`config.mk`:
```
export PLATFORM = sky130hd
export DESIGN_NAME = ft245_fifo_emu
export DESIGN_NICKNAME = d
export VERILOG_FILES = /design/src/rtl/ft245_pkg.sv /design/src/rtl/ft245_fifo_emu_byte_fifo.sv /design/src/rtl/ft245_fifo_emu.sv
export SDC_FILE = /design/constraint.sdc
export NUM_CORES = 1
export LEC_CHECK = 0
export ABC_CLOCK_PERIOD_IN_PS = 2900
export BUFFER_PORTS_ARGS = -buffer_cell sky130_fd_sc_hd__buf_2
export CELL_PAD_IN_SITES_DETAIL_PLACEMENT = 0
export CELL_PAD_IN_SITES_GLOBAL_PLACEMENT = 1
export CORE_ASPECT_RATIO = 0.75
export CORE_UTILIZATION = 48
export DETAILED_ROUTE_END_ITERATION = 8
export GPL_TIMING_DRIVEN = 0
export PLACE_DENSITY_LB_ADDON = 0.1
export SLEW_MARGIN = 20
export SYNTH_ARGS = -nofsm -noshare
export SYNTH_HDL_FRONTEND = slang
export SYNTH_SLANG_ARGS = --single-unit
```
`constraint.sdc`:
```
create_clock -name clk -period 2.9 [get_ports clk]
set_input_delay 0.435 -clock clk [delete_from_list [all_inputs] [get_ports clk]]
set_output_delay 0.435 -clock clk [all_outputs]
set_load 0.005 [all_outputs]
```
`src/rtl/ft245_pkg.sv`:
```
// Shared constants for the FT245 FIFO emulator: byte width, default depth
// and the occupancy-counter width helper.
package ft245_pkg;
  localparam int FT_DATA_W    = 8;
  localparam int FT_DEPTH_DEF = 16;

  // Level counter must reach DEPTH itself, hence one bit more than the pointers.
  function automatic int lvl_w(input int depth);
    return $clog2(depth) + 1;
  endfunction
endpackage

```
`src/rtl/ft245_fifo_emu_byte_fifo.sv`:
```
// Single-clock byte FIFO with first-word fall-through head, occupancy level
// and full/empty flags. Push while full and pop while empty are ignored.
module byte_fifo
  import ft245_pkg::*;
#(
  parameter  int DEPTH = FT_DEPTH_DEF,
  localparam int PW    = $clog2(DEPTH),
  localparam int LW    = lvl_w(DEPTH)
) (
  input  logic                 clk,
  input  logic                 rst_n,
  input  logic                 push_i,
  input  logic [FT_DATA_W-1:0] din_i,
  input  logic                 pop_i,
  output logic [FT_DATA_W-1:0] head_o,
  output logic [LW-1:0]        level_o,
  output logic                 full_o,
  output logic                 empty_o
);
  logic [FT_DATA_W-1:0] mem_q [DEPTH];
  logic [PW-1:0]        wptr_q, rptr_q;
  logic [LW-1:0]        level_q, level_d;
  logic                 do_push, do_pop;

  assign full_o  = (level_q == LW'(DEPTH));
  assign empty_o = (level_q == '0);
  assign do_push = push_i & ~full_o;
  assign do_pop  = pop_i & ~empty_o;
  assign head_o  = mem_q[rptr_q];
  assign level_o = level_q;

  always_comb begin
    level_d = level_q;
    case ({do_push, do_pop})
      2'b10:   level_d = level_q + LW'(1);
      2'b01:   level_d = level_q - LW'(1);
      default: level_d = level_q;
    endcase
  end

  // Storage carries no reset; only pointers and level define contents.
  always_ff @(posedge clk) begin
    if (do_push) mem_q[wptr_q] <= din_i;
  end

  always_ff @(posedge clk or negedge rst_n) begin
    if (!rst_n) begin
      wptr_q  <= '0;
      rptr_q  <= '0;
      level_q <= '0;
    end else begin
      if (do_push) wptr_q <= wptr_q + PW'(1);
      if (do_pop)  rptr_q <= rptr_q + PW'(1);
      level_q <= level_d;
    end
  end
endmodule

```
`src/rtl/ft245_fifo_emu.sv`:
```
// FT245-style FIFO front end for the JTAG engine: buffers RX/TX byte streams
// and turns nrd/wr strobes into registered flag and data-bus behaviour.
module ft245_fifo_emu
  import ft245_pkg::*;
#(
  parameter  int DEPTH = FT_DEPTH_DEF,
  localparam int LW    = lvl_w(DEPTH)
) (
  input  logic                 clk,
  input  logic                 rst_n,
  input  logic [FT_DATA_W-1:0] rx_tdata,
  input  logic                 rx_tvalid,
  output logic                 rx_tready,
  output logic [FT_DATA_W-1:0] tx_tdata,
  output logic                 tx_tvalid,
  input  logic                 tx_tready,
  output logic                 nrxf,
  output logic                 ntxe,
  input  logic                 nrd,
  input  logic                 wr,
  input  logic [FT_DATA_W-1:0] ft_d_i,
  output logic [FT_DATA_W-1:0] ft_d_o,
  output logic                 ft_d_oe,
  output logic [LW-1:0]        rx_level,
  output logic [LW-1:0]        tx_level,
  output logic                 err_unf,
  output logic                 err_ovf
);
  logic                 nrd_q, wr_q;
  logic                 nrxf_q, nrxf_d, ntxe_q, ntxe_d;
  logic                 oe_q, oe_d, unf_q, unf_d, ovf_q, ovf_d;
  logic [FT_DATA_W-1:0] do_q, do_d, rx_head;
  logic                 rx_full, rx_empty, tx_full, tx_empty;
  logic                 rd_start, rd_end, wr_end, rx_pop, tx_push;

  assign rd_start = nrd_q & ~nrd;
  assign rd_end   = ~nrd_q & nrd;
  assign wr_end   = wr_q & ~wr;
  assign rx_pop   = rd_end & ~rx_empty;
  assign tx_push  = wr_end & ~tx_full;

  byte_fifo #(.DEPTH(DEPTH)) u_rx (
    .clk     (clk),
    .rst_n   (rst_n),
    .push_i  (rx_tvalid & rx_tready),
    .din_i   (rx_tdata),
    .pop_i   (rx_pop),
    .head_o  (rx_head),
    .level_o (rx_level),
    .full_o  (rx_full),
    .empty_o (rx_empty)
  );

  byte_fifo #(.DEPTH(DEPTH)) u_tx (
    .clk     (clk),
    .rst_n   (rst_n),
    .push_i  (tx_push),
    .din_i   (ft_d_i),
    .pop_i   (tx_tvalid & tx_tready),
    .head_o  (tx_tdata),
    .level_o (tx_level),
    .full_o  (tx_full),
    .empty_o (tx_empty)
  );

  assign rx_tready = ~rx_full;
  assign tx_tvalid = ~tx_empty;

  // Flags are forced high through the strobe and its closing cycle so the
  // engine never sees a stale "available" indication after a transfer.
  always_comb begin
    nrxf_d = (~nrd | rd_end) ? 1'b1 : rx_empty;
    ntxe_d = (wr | wr_end)   ? 1'b1 : tx_full;
    do_d   = do_q;
    oe_d   = oe_q;
    if (rd_start) begin
      do_d = rx_empty ? '0 : rx_head;
      oe_d = 1'b1;
    end
    if (rd_end) oe_d = 1'b0;
    unf_d = unf_q | (rd_end & rx_empty);
    ovf_d = ovf_q | (wr_end & tx_full);
  end

  always_ff @(posedge clk or negedge rst_n) begin
    if (!rst_n) begin
      nrd_q  <= 1'b1;
      wr_q   <= 1'b0;
      nrxf_q <= 1'b1;
      ntxe_q <= 1'b1;
      do_q   <= '0;
      oe_q   <= 1'b0;
      unf_q  <= 1'b0;
      ovf_q  <= 1'b0;
    end else begin
      nrd_q  <= nrd;
      wr_q   <= wr;
      nrxf_q <= nrxf_d;
      ntxe_q <= ntxe_d;
      do_q   <= do_d;
      oe_q   <= oe_d;
      unf_q  <= unf_d;
      ovf_q  <= ovf_d;
    end
  end

  assign nrxf    = nrxf_q;
  assign ntxe    = ntxe_q;
  assign ft_d_o  = do_q;
  assign ft_d_oe = oe_q;
  assign err_unf = unf_q;
  assign err_ovf = ovf_q;
endmodule

```
Yosys cells after proc, flatten, opt, wreduce, memory -nomap -nowiden
Memory sizes are Yosys's and may differ from the RTL's.
Index checks and enable logic that the tools add are counted.

storage, ports and cells
  bits in registers = 41
  RAM bits = 256
  output and inout bits = 33
  memories kept = 2

memories
  memory      words  width  rd ports  clocked after memory_dff  write ports  line                            RTL
  u_rx.mem_q  16     8      1         0                         1            ft245_fifo_emu_byte_fifo.sv:20  logic [FT_DATA_W-1:0] mem_q [DEPTH];
  u_tx.mem_q  16     8      1         0                         1            ft245_fifo_emu_byte_fifo.sv:20

operators by class
  add/subtract/negate cells = 8
  equality and inequality tests = 6
  multiplexer cells = 11
  bitwise gates (word level) = 24
  reduce and logical (&&, ||, !) cells = 5

operators with widths
  operator                                                             number
  5-bit one-hot mux with 2 select lines                                2
  4-bit by 1-bit adder with 4-bit output (second input constant)       4
  1-bit AND                                                            13
  5-bit by 1-bit adder with 5-bit output (second input constant)       2
  5-bit == test (second input constant)                                2
  5-bit zero test                                                      2
  5-bit by 1-bit subtractor with 5-bit output (second input constant)  2
  1-bit 2-to-1 mux                                                     8
  8-bit 2-to-1 mux                                                     1
  1-bit inverter                                                       7
  2-bit nonzero test                                                   3
  2-bit by 1-bit == test with 1-bit output (second input constant)     2
  2-bit == test (second input constant)                                2
  1-bit OR                                                             4

Depth between registers and ports, before layout
  depth in word-level cells = 6
  mapped depth = 13
  mapped depth without buffers = 11

Modules after synthesis
A second synthesis with hierarchy kept.

second synthesis, totals
  cells, all modules = 699
  area total of the unflattened synthesis = 12264.3 µm²

modules (own cells, without submodules)
  module          times used  cells each  area an instance (µm²)  seq. area each (µm²)
  byte_fifo       2           320         5809.3                  4169.0
  ft245_fifo_emu  1           59          645.6                   379.1

Least setup slack after synthesis
OpenSTA, ideal clock, no wires.

  path type = register -> register
  start = register u_tx.level_q[1] (netlist: u_tx.level_o[1])
  end = register u_tx.level_q[4] (netlist: u_tx.level_o[4])
  library setup time = 0.080 ns
  data arrival time = 2.802 ns
  required time = 2.820 ns
  setup slack = 0.018 ns
  cell stages (with the launch flop) = 13
  path buffers = 2
  clock period less this slack = 2.882 ns
  cells stage by stage = dfrtp_1 clkbuf_1 nor4_2 a21oi_2 inv_1 ha_1 clkbuf_1 xor2_1 ha_1 a21boi_0 o32ai_1 nor4b_1 xnor2_1

on the way
  cells in the longest elaborated chain, start to end = 6
  elaborated cells between the ends (all ways) = 14
  classes of those cells = add/sub: 2; eq/ne: 3; mux: 1; bitwise: 6; reduce/logical: 2

RTL lines
  element                                                                             line                                                            RTL
  from (decl)                                                                         ft245_fifo_emu_byte_fifo.sv:22                                  logic [LW-1:0] level_q, level_d;
  from (signal assigned)                                                              ft245_fifo_emu_byte_fifo.sv:54                                  level_q <= level_d;
  5-bit == test / 5-bit zero test (equally long branches)                             ft245_fifo_emu_byte_fifo.sv:25, ft245_fifo_emu_byte_fifo.sv:26
  1-bit inverter (on tied branches)                                                   n/a
  1-bit AND (on tied branches)                                                        ft245_fifo_emu.sv:40, ft245_fifo_emu.sv:59
  1-bit AND (on tied branches)                                                        ft245_fifo_emu_byte_fifo.sv:27, ft245_fifo_emu_byte_fifo.sv:28
  2-bit by 1-bit == test with 1-bit output / 2-bit == test (equally long branches)    ft245_fifo_emu_byte_fifo.sv:34                                  case ({do_push, do_pop})
  5-bit one-hot mux with 2 select lines / 2-bit nonzero test (equally long branches)  n/a

Parallel ways exist; a longest one is shown, timed or not.
A chain may end at the register's enable or synchronous reset.

Worst setup path in the final report
  start = register u_tx.rptr_q[0]
  end = output tx_tdata[1]

on the way
  cells in the longest elaborated chain, start to end = 1

RTL lines
  element                 line                            RTL
  from (decl)             ft245_fifo_emu_byte_fifo.sv:21  logic [PW-1:0] wptr_q, rptr_q;
  from (signal assigned)  ft245_fifo_emu_byte_fifo.sv:53  if (do_pop) rptr_q <= rptr_q + PW'(1);
  memory 16 x 8 bit       n/a
  to (decl)               ft245_fifo_emu.sv:14            output logic [FT_DATA_W-1:0] tx_tdata,

No other way between the ends.

==> results.toml <==
[synthesis]
synth_edf_count = 256
syn_nets = 668
synth_cell_types = 46
synthTopCellsByCount = "edfxtp_1, mux4_2, dfrtp_1, mux4_1, inv_1"
synth_top_cell_area_share = 0.6296
synth_cells = 625
synth-main-ff-cell = "edfxtp_1"
synth.most_common_cell = "edfxtp_1"
yosys-top-cells-area = "edfxtp_1, dfrtp_1, mux4_2"
yosysSeqAreaShare = 0.7139
async_flop_share = 0.1380
synth_top_area_cell = "edfxtp_1"
syn_area_mm2 = 0.01221
syn_avg_cell_area_um2 = 19.54
synth_warnings = 0
ys_seq_elements = 297

[sta]
rsz0062_at_grt = "yes"
worst_pin_slew_ns = 0.9917
hold_viol_final = 0
period_share = 0.9951
worst_slack_ns = 0.01420
skew_ns = 0.02308
fmax_mhz = 346.5
final_max_slew_viol_count = 0
period_needed_ns = 2.886
relSlewSlack = 0.3389
finalSetupViolations = 0

[cts]
cts_tree = "done"
cts-buffers-inserted = 29
cts.sinks = 297
htreeDepth = 1
postCtsHoldBufs = 0
path_clk_slew_ns = 0.06
clk_latency_ns = 0.54
root_buffer = "clkbuf_16"
clock_path_buffers = 3

[global_route]
grt_max_degree = 42
grt_pass1_vias = 6091
grt_pass1_wl_um = 36660
antenna_found_initial = 0
grt_usage = 0.1917
grt_overflow = 0

[place]
dpl-instance-area_mm2 = 0.01294
io_buffers = 54
pre_cts_slack_ns = -0.5228
gp_congestion = 0.8112
dp_hpwl_um = 15870

[power]
vdd_ir_drop_max_v = 0.0005504
cellLeakagePower_nw = 4.857
power_density_mw_per_mm2 = 952.1
total_power_mw = 13.29

[drt]
first_pass_iters = 4
wirelength_um = 24140
drc_errors = 0
dr.first_iter.drc_count = 490
post_drt_wl_per_cell_um = 22.46
antenna_left = 0
num_vias = 6011
via_per_inst = 5.592

[finish]
final_util = 0.5593
fin_area_mm2 = 0.01396
diodes = 0
nets = 757
drive_gt1_frac = 0.3026
n_fill_cell = 1898
area_growth_pct = 14.35

[worst_setup_path]
worstPathArrival_ns = 2.45
critPathMaxFanout = 8
critPathKind = "reg -> out"
crit_path_end_kind = "primary output"
startpoint_type = "register"
worstPathRequired_ns = 2.47

[worst_hold_path]
worstHoldPathType = "in -> reg"

[die]
fp.coreArea_mm2 = 0.02496
initial_core_util = 0.4892
die_h_um = 140.1
die_w_um = 186.2
ioPinCount = 55
dieArea_mm2 = 0.02609
row_count = 50

[run]
drv_cap = 0

[status]
status = "complete, no violations"
## critical path, cell delays in order (launching register included)
cell and delay [ns]:
dfrtp_1 0.40, buf_12 0.17, clkbuf_16 0.16, mux4_1 0.56
mux4_2 0.46, buf_2 0.14
## final timing paths
kind / startpoint / endpoint / slack (ns) / cells past startpoint
max: u_tx.rptr_q[0]$_DFFE_PN0P_ / tx_tdata[1] / 0.01 / 5
min: wr / wr_q$_DFF_PN0_ / 0.04 / 1
max reg2reg: u_rx.level_o[2]$_DFFE_PN0P_ / u_rx.level_o[4]$_DFFE_PN0P_ / 0.15 / 11
min reg2reg: wr_q$_DFF_PN0_ / ntxe$_DFF_PN1_ / 0.47 / 2
max in group asynchronous: rst_n / u_rx.level_o[2]$_DFFE_PN0P_ / 2.15 / 1
min in group asynchronous: rst_n / u_tx.rptr_q[3]$_DFFE_PN0P_ / 0.05 / 1
## repair_timing
| action | in CTS | in global routing |
|---|---|---|
| resized for setup | 31 | 29 |
| pin swaps | 2 | 2 |
| endpoints found under the setup margin | 14 | 10 |
| gates cloned | 0 | 3 |
| buffers inserted | 4 | 1 |
## power breakdown
group	leakage (nW)	internal [mW]	switching, mW
clock network	0.440	1.94	1.54
logic	1.63	2.15	2.06
registers	2.79	5.20	0.408
## layer usage
metal  vias up  wire, um  GRT usage
li1       2664         -          -
met1      3124     12200     0.3155
met2       190     10060     0.2653
met3        33      1431    0.03432
met4         0       449    0.04228
met5         -         0          0
## placed cells by master, fill, tap and decap left out, types with 4 or more instances in the layout
cell / synthesis / final
mux2i_1: 16 / 16
and2_1: 13 / 13
edfxtp_1: 256 / 256
nand2_1: 19 / 18
buf_4: 4 / 10
dfrtp_2: 0 / 6
clkbuf_1: 15 / 9
and3b_1: 4 / 4
mux4_1: 30 / 10
clkbuf_16: 0 / 32
a21oi_1: 4 / 4
nand3_1: 4 / 4
inv_1: 24 / 24
nor2_1: 22 / 22
nor3b_1: 5 / 5
ha_1: 21 / 18
clkinv_2: 0 / 10
xor2_1: 7 / 7
mux2_2: 12 / 12
clkinv_1: 0 / 8
buf_2: 5 / 58
nand2b_1: 9 / 8
xnor2_1: 14 / 14
o22ai_1: 8 / 8
dfrtp_1: 38 / 32
o21ai_0: 10 / 10
mux4_2: 42 / 62
nor3_2: 0 / 5
buf_12: 0 / 4
## per-stage QoR
step | setup TNS, ns | hold slack, ns | instances
after floorplan | 0 | 0.1394 | 625
after global placement | -1.736 | 0.4531 | 1017
after detailed placement | -1.172 | 0.4608 | 1019
after CTS | 0 | 0.01425 | 1072
after global routing | -0.1258 | 0.01532 | 1075
final | 0 | 0.03683 | 1075
## cells by family (layout without fill, tap and decap cells)
| family | after synthesis | in the layout | synth area share |
|---|---|---|---|
| mux | 100 | 100 | 0.1662 |
| buf+inv | 55 | 167 | 0.02142 |
| fa+ha+maj | 21 | 21 | 0.02152 |
| xor+xnor | 21 | 21 | 0.01506 |
| flops | 297 | 297 | 0.7139 |
| compound gates | 35 | 35 | 0.01886 |
| simple gates | 96 | 96 | 0.04304 |
## layout make-up
| class | instances | area [um2] | share of cell area |
|---|---|---|---|
| plain buffers | 25 | 198.9 | 0.01425 |
| clock buffers | 34 | 754.5 | 0.05404 |
| clock inverters | 20 | 118.9 | 0.008513 |
| inverters | 24 | 90.09 | 0.006452 |
| multi-input cells | 273 | 3244 | 0.2324 |
| flip-flops and latches | 297 | 8725 | 0.6249 |
| well taps | 338 | 422.9 | 0.03029 |
| repair buffers | 64 | 407.9 | 0.02921 |
## sequential cells by signal, indices dropped and copies added, names as in the netlist, 5 cells and up
name          flops
u_rx.level_o      5
ft_d_o            8
u_tx.mem_q      128
u_tx.level_o      5
u_rx.mem_q      128
No activity file was read; power rests on OpenSTA's default activity.
